## src/rtl/alu_mc.sv

```systemverilog
// Multi-cycle ALU with valid/ready operand intake and a registered valid/ready result stage.
// Single-cycle ops load the output stage on accept; MUL runs a WIDTH-step shift-add first.
module alu_mc #(
    parameter int WIDTH = 16
) (
    input  logic             clk,
    input  logic             rst_n,
    input  logic             i_in_valid,
    output logic             o_in_ready,
    input  logic [WIDTH-1:0] i_a,
    input  logic [WIDTH-1:0] i_b,
    input  logic [2:0]       i_op,
    output logic             o_out_valid,
    input  logic             i_out_ready,
    output logic [WIDTH-1:0] o_result,
    output logic             o_carry,
    output logic             o_zero,
    output logic             o_neg,
    output logic             o_ovf,
    output logic             o_busy
);

    localparam int SHW = $clog2(WIDTH);
    localparam int CW  = $clog2(WIDTH + 1);

    localparam logic [2:0] OP_ADD = 3'b000;
    localparam logic [2:0] OP_SUB = 3'b001;
    localparam logic [2:0] OP_AND = 3'b010;
    localparam logic [2:0] OP_OR  = 3'b011;
    localparam logic [2:0] OP_XOR = 3'b100;
    localparam logic [2:0] OP_SLL = 3'b101;
    localparam logic [2:0] OP_SRL = 3'b110;
    localparam logic [2:0] OP_MUL = 3'b111;

    typedef enum logic {S_IDLE, S_MUL} state_t;

    state_t r_state;
    state_t w_stateNext;

    logic             r_outValid;
    logic [WIDTH-1:0] r_result;
    logic             r_carry;
    logic             r_zero;
    logic             r_neg;
    logic             r_ovf;

    logic [2*WIDTH-1:0] r_mcand;
    logic [2*WIDTH-1:0] r_prod;
    logic [WIDTH-1:0]   r_mplier;
    logic [CW-1:0]      r_cnt;

    logic               w_accept;
    logic               w_mulDone;
    logic [WIDTH:0]     w_sumAdd;
    logic [WIDTH:0]     w_sumSub;
    logic               w_bEffSign;
    logic [SHW-1:0]     w_shamt;
    logic [WIDTH-1:0]   w_res;
    logic               w_carry;
    logic               w_ovf;
    logic [2*WIDTH-1:0] w_prodAdd;

    assign o_in_ready = rst_n & (r_state == S_IDLE) & (~r_outValid | i_out_ready);
    assign w_accept   = i_in_valid & o_in_ready;
    assign w_mulDone  = (r_state == S_MUL) && (r_cnt == CW'(WIDTH));
    assign w_prodAdd  = r_mplier[0] ? (r_prod + r_mcand) : r_prod;

    always_comb begin
        w_sumAdd = {1'b0, i_a} + {1'b0, i_b};
        w_sumSub = {1'b0, i_a} - {1'b0, i_b};
        w_shamt  = i_b[SHW-1:0];
        // Sign of the two's-complement negation of b: only an all-zero low part keeps b's sign.
        if (i_op == OP_SUB) begin
            w_bEffSign = (i_b[WIDTH-2:0] == '0) ? i_b[WIDTH-1] : ~i_b[WIDTH-1];
        end else begin
            w_bEffSign = i_b[WIDTH-1];
        end
        w_res   = '0;
        w_carry = 1'b0;
        w_ovf   = 1'b0;
        case (i_op)
            OP_ADD: begin
                w_res   = w_sumAdd[WIDTH-1:0];
                w_carry = w_sumAdd[WIDTH];
            end
            OP_SUB: begin
                w_res   = w_sumSub[WIDTH-1:0];
                w_carry = w_sumSub[WIDTH];
            end
            OP_AND:  w_res = i_a & i_b;
            OP_OR:   w_res = i_a | i_b;
            OP_XOR:  w_res = i_a ^ i_b;
            OP_SLL:  w_res = i_a << w_shamt;
            OP_SRL:  w_res = i_a >> w_shamt;
            default: w_res = '0;
        endcase
        if ((i_op == OP_ADD) || (i_op == OP_SUB)) begin
            w_ovf = (i_a[WIDTH-1] == w_bEffSign) && (w_res[WIDTH-1] != i_a[WIDTH-1]);
        end
    end

    always_ff @(posedge clk or negedge rst_n) begin
        if (!rst_n) begin
            r_state <= S_IDLE;
        end else begin
            r_state <= w_stateNext;
        end
    end

    always_comb begin
        w_stateNext = r_state;
        case (r_state)
            S_IDLE: if (w_accept && (i_op == OP_MUL)) w_stateNext = S_MUL;
            S_MUL:  if (w_mulDone) w_stateNext = S_IDLE;
            default: w_stateNext = S_IDLE;
        endcase
    end

    always_ff @(posedge clk or negedge rst_n) begin
        if (!rst_n) begin
            r_mcand  <= '0;
            r_prod   <= '0;
            r_mplier <= '0;
            r_cnt    <= '0;
        end else if (w_accept && (i_op == OP_MUL)) begin
            r_mcand  <= {{WIDTH{1'b0}}, i_a};
            r_prod   <= '0;
            r_mplier <= i_b;
            r_cnt    <= '0;
        end else if ((r_state == S_MUL) && !w_mulDone) begin
            r_prod   <= w_prodAdd;
            r_mcand  <= r_mcand << 1;
            r_mplier <= r_mplier >> 1;
            r_cnt    <= r_cnt + CW'(1);
        end
    end

    // A fresh load wins over retirement so back-to-back single-cycle ops stream without bubbles.
    always_ff @(posedge clk or negedge rst_n) begin
        if (!rst_n) begin
            r_outValid <= 1'b0;
            r_result   <= '0;
            r_carry    <= 1'b0;
            r_zero     <= 1'b0;
            r_neg      <= 1'b0;
            r_ovf      <= 1'b0;
        end else if (w_accept && (i_op != OP_MUL)) begin
            r_outValid <= 1'b1;
            r_result   <= w_res;
            r_carry    <= w_carry;
            r_zero     <= (w_res == '0);
            r_neg      <= w_res[WIDTH-1];
            r_ovf      <= w_ovf;
        end else if (w_mulDone) begin
            r_outValid <= 1'b1;
            r_result   <= r_prod[WIDTH-1:0];
            r_carry    <= 1'b0;
            r_zero     <= (r_prod[WIDTH-1:0] == '0);
            r_neg      <= r_prod[WIDTH-1];
            r_ovf      <= (r_prod[2*WIDTH-1:WIDTH] != '0);
        end else if (i_out_ready) begin
            r_outValid <= 1'b0;
            r_result   <= '0;
            r_carry    <= 1'b0;
            r_zero     <= 1'b0;
            r_neg      <= 1'b0;
            r_ovf      <= 1'b0;
        end
    end

    assign o_out_valid = r_outValid;
    assign o_result    = r_result;
    assign o_carry     = r_carry;
    assign o_zero      = r_zero;
    assign o_neg       = r_neg;
    assign o_ovf       = r_ovf;
    assign o_busy      = (r_state == S_MUL);

endmodule

```

## config.mk

```make
export PLATFORM = sky130hd
export DESIGN_NAME = alu_mc
export DESIGN_NICKNAME = d
export VERILOG_FILES = /design/src/rtl/alu_mc.sv
export SDC_FILE = /design/constraint.sdc
export NUM_CORES = 1
export LEC_CHECK = 0
export BUFFER_PORTS_ARGS = -buffer_cell sky130_fd_sc_hd__clkbuf_2
export CAP_MARGIN = 25
export CORE_MARGIN = 1.5
export CORE_UTILIZATION = 51
export DETAILED_ROUTE_END_ITERATION = 6
export HOLD_SLACK_MARGIN = 0.03
export PLACE_DENSITY = 0.65
export REMOVE_ABC_BUFFERS = 1
export SYNTH_ARGS = -nofsm -noshare
export SYNTH_HDL_FRONTEND = slang
export SYNTH_SLANG_ARGS = --single-unit
```

## constraint.sdc

```tcl
create_clock -name clk -period 5.1 [get_ports clk]
set_clock_uncertainty 0.05 [all_clocks]
set_input_delay 0.255 -clock clk [delete_from_list [all_inputs] [get_ports clk]]
set_output_delay 0.255 -clock clk [all_outputs]
set_load 0.05 [all_outputs]
```

==> results.sh, run 1 <==
export IMPL_drtIter0Drc=945
export IMPL_hpwl_mm=24.95
export IMPL_met2_usage=0.4904
export IMPL_p_leak_nw=4.860
export IMPL_max_clock_path_buffers=2
export IMPL_slowest_stage="o41ai_1"
export IMPL_floorplan_initialDensity=0.5224
export IMPL_cp_arrival_ps=4000
export IMPL_area_delta_synth_final_pct=8.281
export IMPL_finalSetupViolations=0
export IMPL_synth_distinct_cells=80
export IMPL_slowest_delay_ps=630
export IMPL_grt_max_degree=77
export IMPL_setup_ws_ps=1336
export IMPL_critPathLaunchType="input pin"
export IMPL_drc=0
export IMPL_netlist_top_cells_count="186 x nand2_1, 106 x dfrtp_1, 97 x nor2_1, 86 x a21oi_1, 85 x ha_1"
export IMPL_cp_num_buf_inv=2
export IMPL_cts_htree_levels=3
export IMPL_ys_async_sr_fraction=1.000
export IMPL_num_antenna_cells=0
export IMPL_r2r_setup_slack_ps=1490
export IMPL_via_per_inst=6.418
export IMPL_synthCells=1227
export IMPL_grt_met3_usage=0.07931
export IMPL_cts_tree="built"
export IMPL_grt_overflow=0
export IMPL_synthFlopType="dfrtp_1"
export IMPL_io_buffers=61
export IMPL_cp_required_ps=5330
export IMPL_synth_seq_cells=106
export IMPL_yosys_warnings=0
export IMPL_avgSynthCellArea_um2=8.017
export IMPL_yosysMostFrequentCell="nand2_1"
export IMPL_final_util=0.5656
export IMPL_path_max_fanout=17
export IMPL_wl_per_cell_um=22.14
export IMPL_dr_total_vias=9679
export IMPL_hold_worst_slack_ps=153.5
export IMPL_cts_sinks=106
export IMPL_slew_headroom=0.3760
export IMPL_pre_cts_ws_ps=1095
export IMPL_ir_drop_v=0.0002719
export IMPL_tns_ps=0
export IMPL_worstSetupPathType="in -> reg"
export IMPL_use_met1=0.4951
export IMPL_routed_wl_mm=33.38
export IMPL_yosysTopAreaCell="dfrtp_1"
export IMPL_place_inst=1490
export IMPL_hold_viol=0
export IMPL_dieHeight_um=141.9
export IMPL_antenna_found_initial=0
export IMPL_endpoint_kind="register"
export IMPL_tightest_slew_ps=922.8
export IMPL_crit_chain="clkbuf_2, ha_1, inv_1, fa_1, nor2b_1, o311a_1, o41ai_1, o22ai_1, o311ai_1, or3_1, o311ai_0, a21oi_1, nand4_1, o21ai_1"
export IMPL_ys_top_cells_by_area="dfrtp_1 27%, ha_1 11%, nand2_1 7.1%"
export IMPL_min_period_over_period=0.7380
export IMPL_crit_family="compound AO/OA/AOI/OAI gates"
export IMPL_yosysSeqAreaShare=0.2697
export IMPL_final_cells=1508
export IMPL_core_um2=18830
export IMPL_synth_edf_count=0
export IMPL_cts_buffers=9
export IMPL_grt_pass1_vias=8855
export IMPL_worstHoldPathType="in -> reg"
export IMPL_num_io_pins=62
export IMPL_synth_top_cell_area_share=0.2697
export IMPL_die_w_um=141.9
export IMPL_cts_root_buf="clkbuf_16"
export IMPL_cts_setup_buffers=0
export IMPL_die_area_um2=20130
export IMPL_grt_use_total=0.3362
export IMPL_synthesis_area_um2=9837
export IMPL_row_count=50
export IMPL_slew_violations=0
export IMPL_grt_most_used_layer="met1"
export IMPL_finalNetCount=1370
export IMPL_grt_setup_unrepaired="false"
export IMPL_power_density_nw_per_um2=415.5
export IMPL_grt_pass1_wl_mm=52.03
export IMPL_post_route_min_period_ps=3764
export IMPL_clock_latency_ps=360
export IMPL_cap_violations=0
export IMPL_drive_gt1_frac=0.1178
export IMPL_status="finished clean"
export IMPL_fmax_mhz=265.7
export IMPL_dr_pass1_iters=7
export IMPL_ant_nets=0
export IMPL_finalWeightedCongestion=1.036
export IMPL_cts_clk_slew_worst_paths_ps=80
## sequential cells by signal, summed over array words and instances (netlist names)
signal and cells:
o_carry 1, o_busy 1, o_zero 1, r_mcand 32
o_out_valid 1, o_result 16, r_mplier 16, r_prod 32
o_ovf 1, r_cnt 5
## layer usage
| layer | vias to the layer above | part of all wire |
|---|---|---|
| met3 | 59 | 0.082 |
| met2 | 424 | 0.42 |
| met5 | - | 0 |
| li1 | 4536 | - |
| met4 | 0 | 0.024 |
| met1 | 4660 | 0.47 |
## power by group
| part | internal (mW) | switching (mW) | total [mW] |
|---|---|---|---|
| registers | 1.15 | 0.309 | 1.46 |
| logic | 0.835 | 1.44 | 2.28 |
| clock network | 0.341 | 0.348 | 0.689 |
## cell usage in the layout (no fill, tap or decap), drive strengths merged, types with 6 or more instances in the layout
| master | netlist | final |
|---|---|---|
| nor4 | 18 | 18 |
| o211ai | 6 | 6 |
| and2 | 9 | 9 |
| o22ai | 8 | 8 |
| clkbuf | 61 | 69 |
| nor2b | 15 | 15 |
| a221o | 6 | 6 |
| a31oi | 23 | 23 |
| mux4 | 14 | 14 |
| nand2 | 186 | 186 |
| nand3 | 26 | 26 |
| xor2 | 16 | 16 |
| a222oi | 7 | 7 |
| inv | 63 | 66 |
| nor3 | 26 | 26 |
| buf | 16 | 21 |
| a21o | 13 | 13 |
| a22oi | 34 | 34 |
| o21ai | 71 | 71 |
| a21oi | 86 | 86 |
| mux2 | 17 | 17 |
| ha | 85 | 85 |
| o31ai | 9 | 9 |
| and3 | 7 | 7 |
| nand2b | 13 | 13 |
| xnor2 | 19 | 19 |
| nor2 | 97 | 97 |
| nand4 | 11 | 11 |
| or3 | 9 | 9 |
| dfrtp | 106 | 106 |
| a211oi | 19 | 19 |
| nor3b | 11 | 11 |
| mux2i | 18 | 18 |
## cells by family after synthesis
logic type	after synthesis	synth area share
xor gates and xnor gates	35	0.03116
muxes	49	0.06983
AOI/OAI and AO/OA	359	0.2452
and+or+nand+nor	450	0.2143
buffers and inverters	140	0.05558
DFF	106	0.2697
adders and majority gates	88	0.1142
## worst min-delay path: stages
cell,delay (ps)
clkbuf_2,120
nor2_1,110
a31oi_1,40
## cell type report
| type | count | area (µm²) |
|---|---|---|
| Timing Repair Buffer | 82 | 488.0 |
| Sequential cell | 106 | 2653 |
| Inverter | 63 | 236.5 |
| Clock buffer | 9 | 225.2 |
| Fill cell | 1782 | 8179 |
| Multi-Input combinational cell | 981 | 6661 |
| Clock inverter | 7 | 62.56 |
| Tap cell | 260 | 325.3 |
## what timing repair did
| item | 4_1_cts | 5_1_grt |
|---|---|---|
| gates resized for setup | 0 | 0 |
| hold buffers | 1 | 0 |
| hold endpoints to repair | 30 | 0 |
## metrics by stage
| stage | power [mW] | cell area, µm² |
|---|---|---|
| after detailed placement | 3.698 | 10330 |
| after global placement | 3.671 | 10330 |
| final | 4.426 | 10650 |
| after CTS | 4.399 | 10620 |
| after floorplan | 2.991 | 9527 |
| after global routing | 4.737 | 10650 |
## worst paths after layout
path                                        from                       to  cells after the start
max                                       i_b[0]       o_zero$_DFFE_PN0P_                     14
min                                       i_b[5]  r_mplier[5]$_DFFE_PN0P_                      3
max reg2reg                r_prod[0]$_DFFE_PN0P_   r_prod[30]$_DFFE_PN0P_                     13
min reg2reg                  o_carry$_DFFE_PN0P_      o_carry$_DFFE_PN0P_                      2
max in group asynchronous                  rst_n  o_result[1]$_DFFE_PN0P_                      4
min in group asynchronous                  rst_n     r_cnt[1]$_DFFE_PN0P_                      2
(Power assumes the default switching activity.)
==> run 2: changes to the inputs <==
==> constraint.sdc (replaced) <==
create_clock -name clk -period 3.7 [get_ports clk]
set_clock_uncertainty 0.05 [all_clocks]
set_input_delay 0.185 -clock clk [delete_from_list [all_inputs] [get_ports clk]]
set_output_delay 0.185 -clock clk [all_outputs]
set_load 0.05 [all_outputs]
==> results.sh, run 2 (synthesis results as in run 1) <==
export IMPL_post_route_min_period_ps=3364
export IMPL_min_period_over_period=0.9091
export IMPL_r2r_setup_slack_ps=340
export IMPL_grt_use_total=0.3306
export IMPL_core_um2=18830
export IMPL_area_sequential_um2=2653
export IMPL_cap_violations=0
export IMPL_ff2ff_path_depth=13
export IMPL_status="finished clean"
export IMPL_grt_met3_usage=0.07324
export IMPL_dr_total_vias=9684
export IMPL_cp_required_ps=3890
export IMPL_num_antenna_cells=0
export IMPL_row_count=50
export IMPL_crit_start="r_prod[0]$_DFFE_PN0P_"
export IMPL_min_path_cells=3
export IMPL_die_w_um=141.9
export IMPL_dr_pass1_iters=5
export IMPL_rr_startpoint="r_prod[0]$_DFFE_PN0P_"
export IMPL_endpoint_kind="register"
export IMPL_final_util=0.5796
export IMPL_worstSetupPathType="reg -> reg"
export IMPL_place_inst=1521
export IMPL_cts_root_buf="clkbuf_16"
export IMPL_grt_max_degree=71
export IMPL_routed_wl_mm=32.96
export IMPL_cts_htree_levels=3
export IMPL_area_delta_synth_final_pct=10.95
export IMPL_critPathLaunchType="register"
export IMPL_p_leak_nw=5.023
export IMPL_use_met1=0.4993
export IMPL_dieHeight_um=141.9
export IMPL_max_clock_path_buffers=2
export IMPL_reg_largest_list="r_mcand x32, r_prod x32"
export IMPL_finalNetCount=1402
export IMPL_min_from="i_b[5]"
export IMPL_cts_clk_slew_worst_paths_ps=80
export IMPL_drc=0
export IMPL_grt_most_used_layer="met1"
export IMPL_grt_overflow=0
export IMPL_floorplan_initialDensity=0.5224
export IMPL_min_to="r_mplier[5]$_DFFE_PN0P_"
export IMPL_ant_nets=0
export IMPL_via_per_inst=6.288
export IMPL_mostFrequentLayoutCell="nand2_1"
export IMPL_wl_per_cell_um=21.40
export IMPL_io_buffers=61
export IMPL_grt_setup_unrepaired="false"
export IMPL_nFillCells=1776
export IMPL_ir_drop_v=0.0003443
export IMPL_final_area_um2=10910
export IMPL_finalSetupViolations=0
export IMPL_antenna_found_initial=0
export IMPL_fmax_mhz=297.3
export IMPL_drtIter0Drc=974
export IMPL_num_io_pins=62
export IMPL_met2_usage=0.4763
export IMPL_hold_viol=0
export IMPL_grt_pass1_wl_mm=51.01
export IMPL_slew_violations=0
export IMPL_hpwl_mm=25.26
export IMPL_die_area_um2=20130
export IMPL_clock_latency_ps=360
export IMPL_cp_arrival_ps=3560
export IMPL_final_cells=1540
export IMPL_multi_input_area_um2=6661
export IMPL_r2r_end="r_prod[30]$_DFFE_PN0P_"
export IMPL_grt_pass1_vias=8822
export IMPL_power_density_nw_per_um2=562.7
export IMPL_drive_gt1_frac=0.1398
export IMPL_finalWeightedCongestion=1.021
export IMPL_tightest_slew_ps=875.5
export IMPL_cts_buffers=9
export IMPL_cts_tree="built"
export IMPL_worstHoldPathType="in -> reg"
export IMPL_cts_setup_buffers=0
export IMPL_slew_headroom=0.4151
export IMPL_placed_area_um2=10570
export IMPL_final_cell_mix="186 x nand2_1, 106 x dfrtp_1, 95 x nor2_1"
export IMPL_path_max_fanout=4
export IMPL_cts_sinks=106
## run 2: worst max-delay path, stage by stage, from the launching register on
cell,delay [ps]
dfrtp_1,440
ha_1,220
inv_1,70
fa_1,200
nor2b_1,70
o31a_1,250
or2_2,320
a221o_1,340
o21ai_1,160
a21oi_1,140
o221a_2,320
o41ai_1,350
mux2i_1,230
nand3_1,80
## run 2: report_power, final
| part | switching, mW | total, mW | internal (mW) |
|---|---|---|---|
| combinational | 1.96 | 3.16 | 1.19 |
| clock | 0.467 | 0.971 | 0.504 |
| sequential | 0.427 | 2.01 | 1.59 |
| total | 2.86 | 6.14 | 3.28 |
## run 2: layout make-up
| type | instances | area share |
|---|---|---|
| Clock buffer | 11 | 0.02316 |
| Clock inverter | 5 | 0.004127 |
| Inverter | 63 | 0.02167 |
| Multi-Input combinational cell | 981 | 0.6103 |
| Sequential cell | 106 | 0.2430 |
| Tap cell | 260 | 0.02981 |
| Timing Repair Buffer | 114 | 0.06787 |
## run 2: how the worst max path moves through the flow
stage	to	slack, ps	cells after the start
2_1_floorplan	r_prod[25]$_DFFE_PN0P_	-1060	6
3_3_place_gp	o_zero$_DFFE_PN0P_	260	13
3_5_place_dp	o_zero$_DFFE_PN0P_	250	16
4_1_cts	r_prod[30]$_DFFE_PN0P_	370	13
5_1_grt	r_prod[30]$_DFFE_PN0P_	90	13
6_report	r_prod[30]$_DFFE_PN0P_	340	13
## run 2: what timing repair did
item,in CTS,in global routing
hold buffers,1,0
hold endpoints to repair,36,0
gates resized for setup,0,0
## run 2: stage by stage
step                      TNS, ps  hold slack, ps  setup WS (ps)  power (mW)
after detailed placement        0           238.5          253.3       5.136
after floorplan            -44690          -160.6          -1064       4.122
final                           0           95.22          336.3       6.142
after global placement          0           238.5          262.4       5.082
after CTS                       0           90.17          374.7       6.123
after global routing            0           106.8          93.54       6.590
## run 2: per-layer routing
metal	vias up	share of wire
li1	4594	-
met1	4634	0.48
met2	412	0.42
met3	44	0.084
met4	0	0.020
met5	-	0
==> run 3: changes to the inputs <==
--- a/config.mk
+++ b/config.mk
@@ -11,7 +11,7 @@
 export CORE_UTILIZATION = 51
 export DETAILED_ROUTE_END_ITERATION = 6
 export HOLD_SLACK_MARGIN = 0.03
-export PLACE_DENSITY = 0.65
+export PLACE_DENSITY = 0.69
 export REMOVE_ABC_BUFFERS = 1
 export SYNTH_ARGS = -nofsm -noshare
 export SYNTH_HDL_FRONTEND = slang
==> results.sh, run 3 (synthesis results as in run 1) <==
export IMPL_status="finished clean"
export IMPL_r2r_setup_slack_ps=250
export IMPL_cts_buffers=9
export IMPL_worstSetupPathType="reg -> reg"
export IMPL_worstHoldPathType="in -> reg"
export IMPL_ant_nets=0
export IMPL_final_cell_mix="186 x nand2_1, 106 x dfrtp_1, 95 x nor2_1"
export IMPL_cp_arrival_ps=3650
export IMPL_hold_viol=0
export IMPL_hpwl_mm=25.00
export IMPL_routed_wl_mm=33.29
export IMPL_drtIter0Drc=1028
export IMPL_total_power_mw=6.144
export IMPL_cts_clk_slew_worst_paths_ps=80
export IMPL_min_period_over_period=0.9323
export IMPL_num_io_pins=62
export IMPL_final_area_um2=10800
export IMPL_drc=0
export IMPL_cp_required_ps=3900
export IMPL_min_path_cells=3
export IMPL_wl_per_cell_um=21.80
export IMPL_clock_latency_ps=360
export IMPL_min_to="r_mplier[5]$_DFFE_PN0P_"
export IMPL_antenna_found_initial=1
export IMPL_critPathLaunchType="register"
export IMPL_slew_headroom=0.3370
export IMPL_dr_total_vias=9746
export IMPL_num_antenna_cells=0
export IMPL_grt_use_total=0.3392
export IMPL_cts_htree_levels=3
export IMPL_finalSetupViolations=0
export IMPL_reg_largest_list="r_mcand x32, r_prod x32"
export IMPL_grt_max_degree=72
export IMPL_min_from="i_b[5]"
export IMPL_placed_area_um2=10490
export IMPL_cts_sinks=106
export IMPL_endpoint_kind="register"
export IMPL_fmax_mhz=289.9
export IMPL_grt_pass1_vias=9154
export IMPL_die_area_um2=20130
export IMPL_dr_pass1_iters=5
export IMPL_area_delta_synth_final_pct=9.820
export IMPL_tightest_slew_ps=986.9
export IMPL_path_max_fanout=4
export IMPL_finalWeightedCongestion=1.011
export IMPL_row_count=50
export IMPL_post_route_min_period_ps=3450
export IMPL_grt_setup_unrepaired="false"
export IMPL_die_w_um=141.9
export IMPL_grt_overflow=0
export IMPL_core_um2=18830
export IMPL_ir_drop_v=0.0003518
export IMPL_max_clock_path_buffers=2
export IMPL_grt_pass1_wl_mm=52.38
export IMPL_r2r_end="r_prod[30]$_DFFE_PN0P_"
export IMPL_slew_violations=0
export IMPL_cts_tree="built"
export IMPL_io_buffers=61
export IMPL_floorplan_initialDensity=0.5224
export IMPL_power_density_nw_per_um2=568.8
export IMPL_drive_gt1_frac=0.1310
export IMPL_p_leak_nw=4.956
export IMPL_finalNetCount=1389
export IMPL_via_per_inst=6.382
export IMPL_ff2ff_path_depth=13
export IMPL_cts_setup_buffers=0
export IMPL_cap_violations=0
export IMPL_rr_startpoint="r_prod[0]$_DFFE_PN0P_"
export IMPL_dieHeight_um=141.9
export IMPL_mostFrequentLayoutCell="nand2_1"
export IMPL_cts_root_buf="clkbuf_16"
## run 3: cell types whose count changed in the layout (fill, tap and decap cells not counted), sizes merged
cell | previous run | this run
buf | 52 | 40
clkinvlp | 1 | 0
clkbuf | 72 | 69
inv | 65 | 67
clkinv | 2 | 3
## run 3: metrics by stage
step | std cells | setup TNS, ps | hold WS (ps) | setup slack (ps) | utilization
2_1_floorplan | 1150 | -44690 | -160.6 | -1064 | -
3_3_place_gp | 1510 | 0 | 232.7 | 302.3 | 0.5570
3_5_place_dp | 1510 | 0 | 235.0 | 141.6 | 0.5570
4_1_cts | 1527 | 0 | 106.3 | 300.3 | 0.5737
5_1_grt | 1527 | 0 | 129.4 | 89.83 | 0.5737
6_report | 1527 | 0 | 110.5 | 250.4 | 0.5737
## run 3: cell type report
| type | instances | area, µm² |
|---|---|---|
| Clock buffer | 9 | 225.2 |
| Clock inverter | 7 | 78.83 |
| Fill cell | 1774 | 8028 |
| Inverter | 63 | 236.5 |
| Multi-Input combinational cell | 981 | 6661 |
| Sequential cell | 106 | 2653 |
| Tap cell | 260 | 325.3 |
| Timing Repair Buffer | 101 | 623.1 |
## run 3: timing repair
action,CTS,global route
gates resized for setup,0,0
hold endpoints to repair,35,0
hold buffers,1,0
## run 3: worst max path at each step
stage                            startpoint  slack, ps                endpoint
floorplan           o_out_valid$_DFFE_PN0P_      -1060  r_prod[25]$_DFFE_PN0P_
global placement                     i_a[0]        300      o_zero$_DFFE_PN0P_
global route          r_prod[0]$_DFFE_PN0P_         90  r_prod[30]$_DFFE_PN0P_
finish                r_prod[0]$_DFFE_PN0P_        250  r_prod[30]$_DFFE_PN0P_
CTS                   r_prod[0]$_DFFE_PN0P_        300  r_prod[30]$_DFFE_PN0P_
detailed placement                   i_a[0]        140      o_zero$_DFFE_PN0P_
## run 3: routing by layer
layer / vias up / GRT usage / wire [µm] / part of all wire
li1: 4562 / - / - / -
met1: 4671 / 0.4784 / 14710 / 0.44
met2: 440 / 0.5089 / 14550 / 0.44
met3: 73 / 0.07864 / 2961 / 0.089
met4: 0 / 0.1199 / 1077 / 0.032
met5: - / 0 / 0 / 0
## run 3: critical path, cell delays in order, from the launching register on
cell	delay, ps
dfrtp_1	430
ha_1	220
inv_1	70
fa_1	210
nor2b_1	70
o31a_1	250
or2_2	310
a221o_1	340
o21ai_1	280
a21oi_1	140
o221a_2	310
o41ai_1	350
mux2i_1	230
nand3_1	80
## run 3: report_power, final
part | internal [mW] | total (mW) | switching (mW) | leakage [nW]
Clock | 0.483 | 0.986 | 0.503 | 0.148
Sequential | 1.59 | 2.01 | 0.421 | 1.39
Combinational | 1.18 | 3.15 | 1.97 | 3.41
Total | 3.25 | 6.14 | 2.90 | 4.96
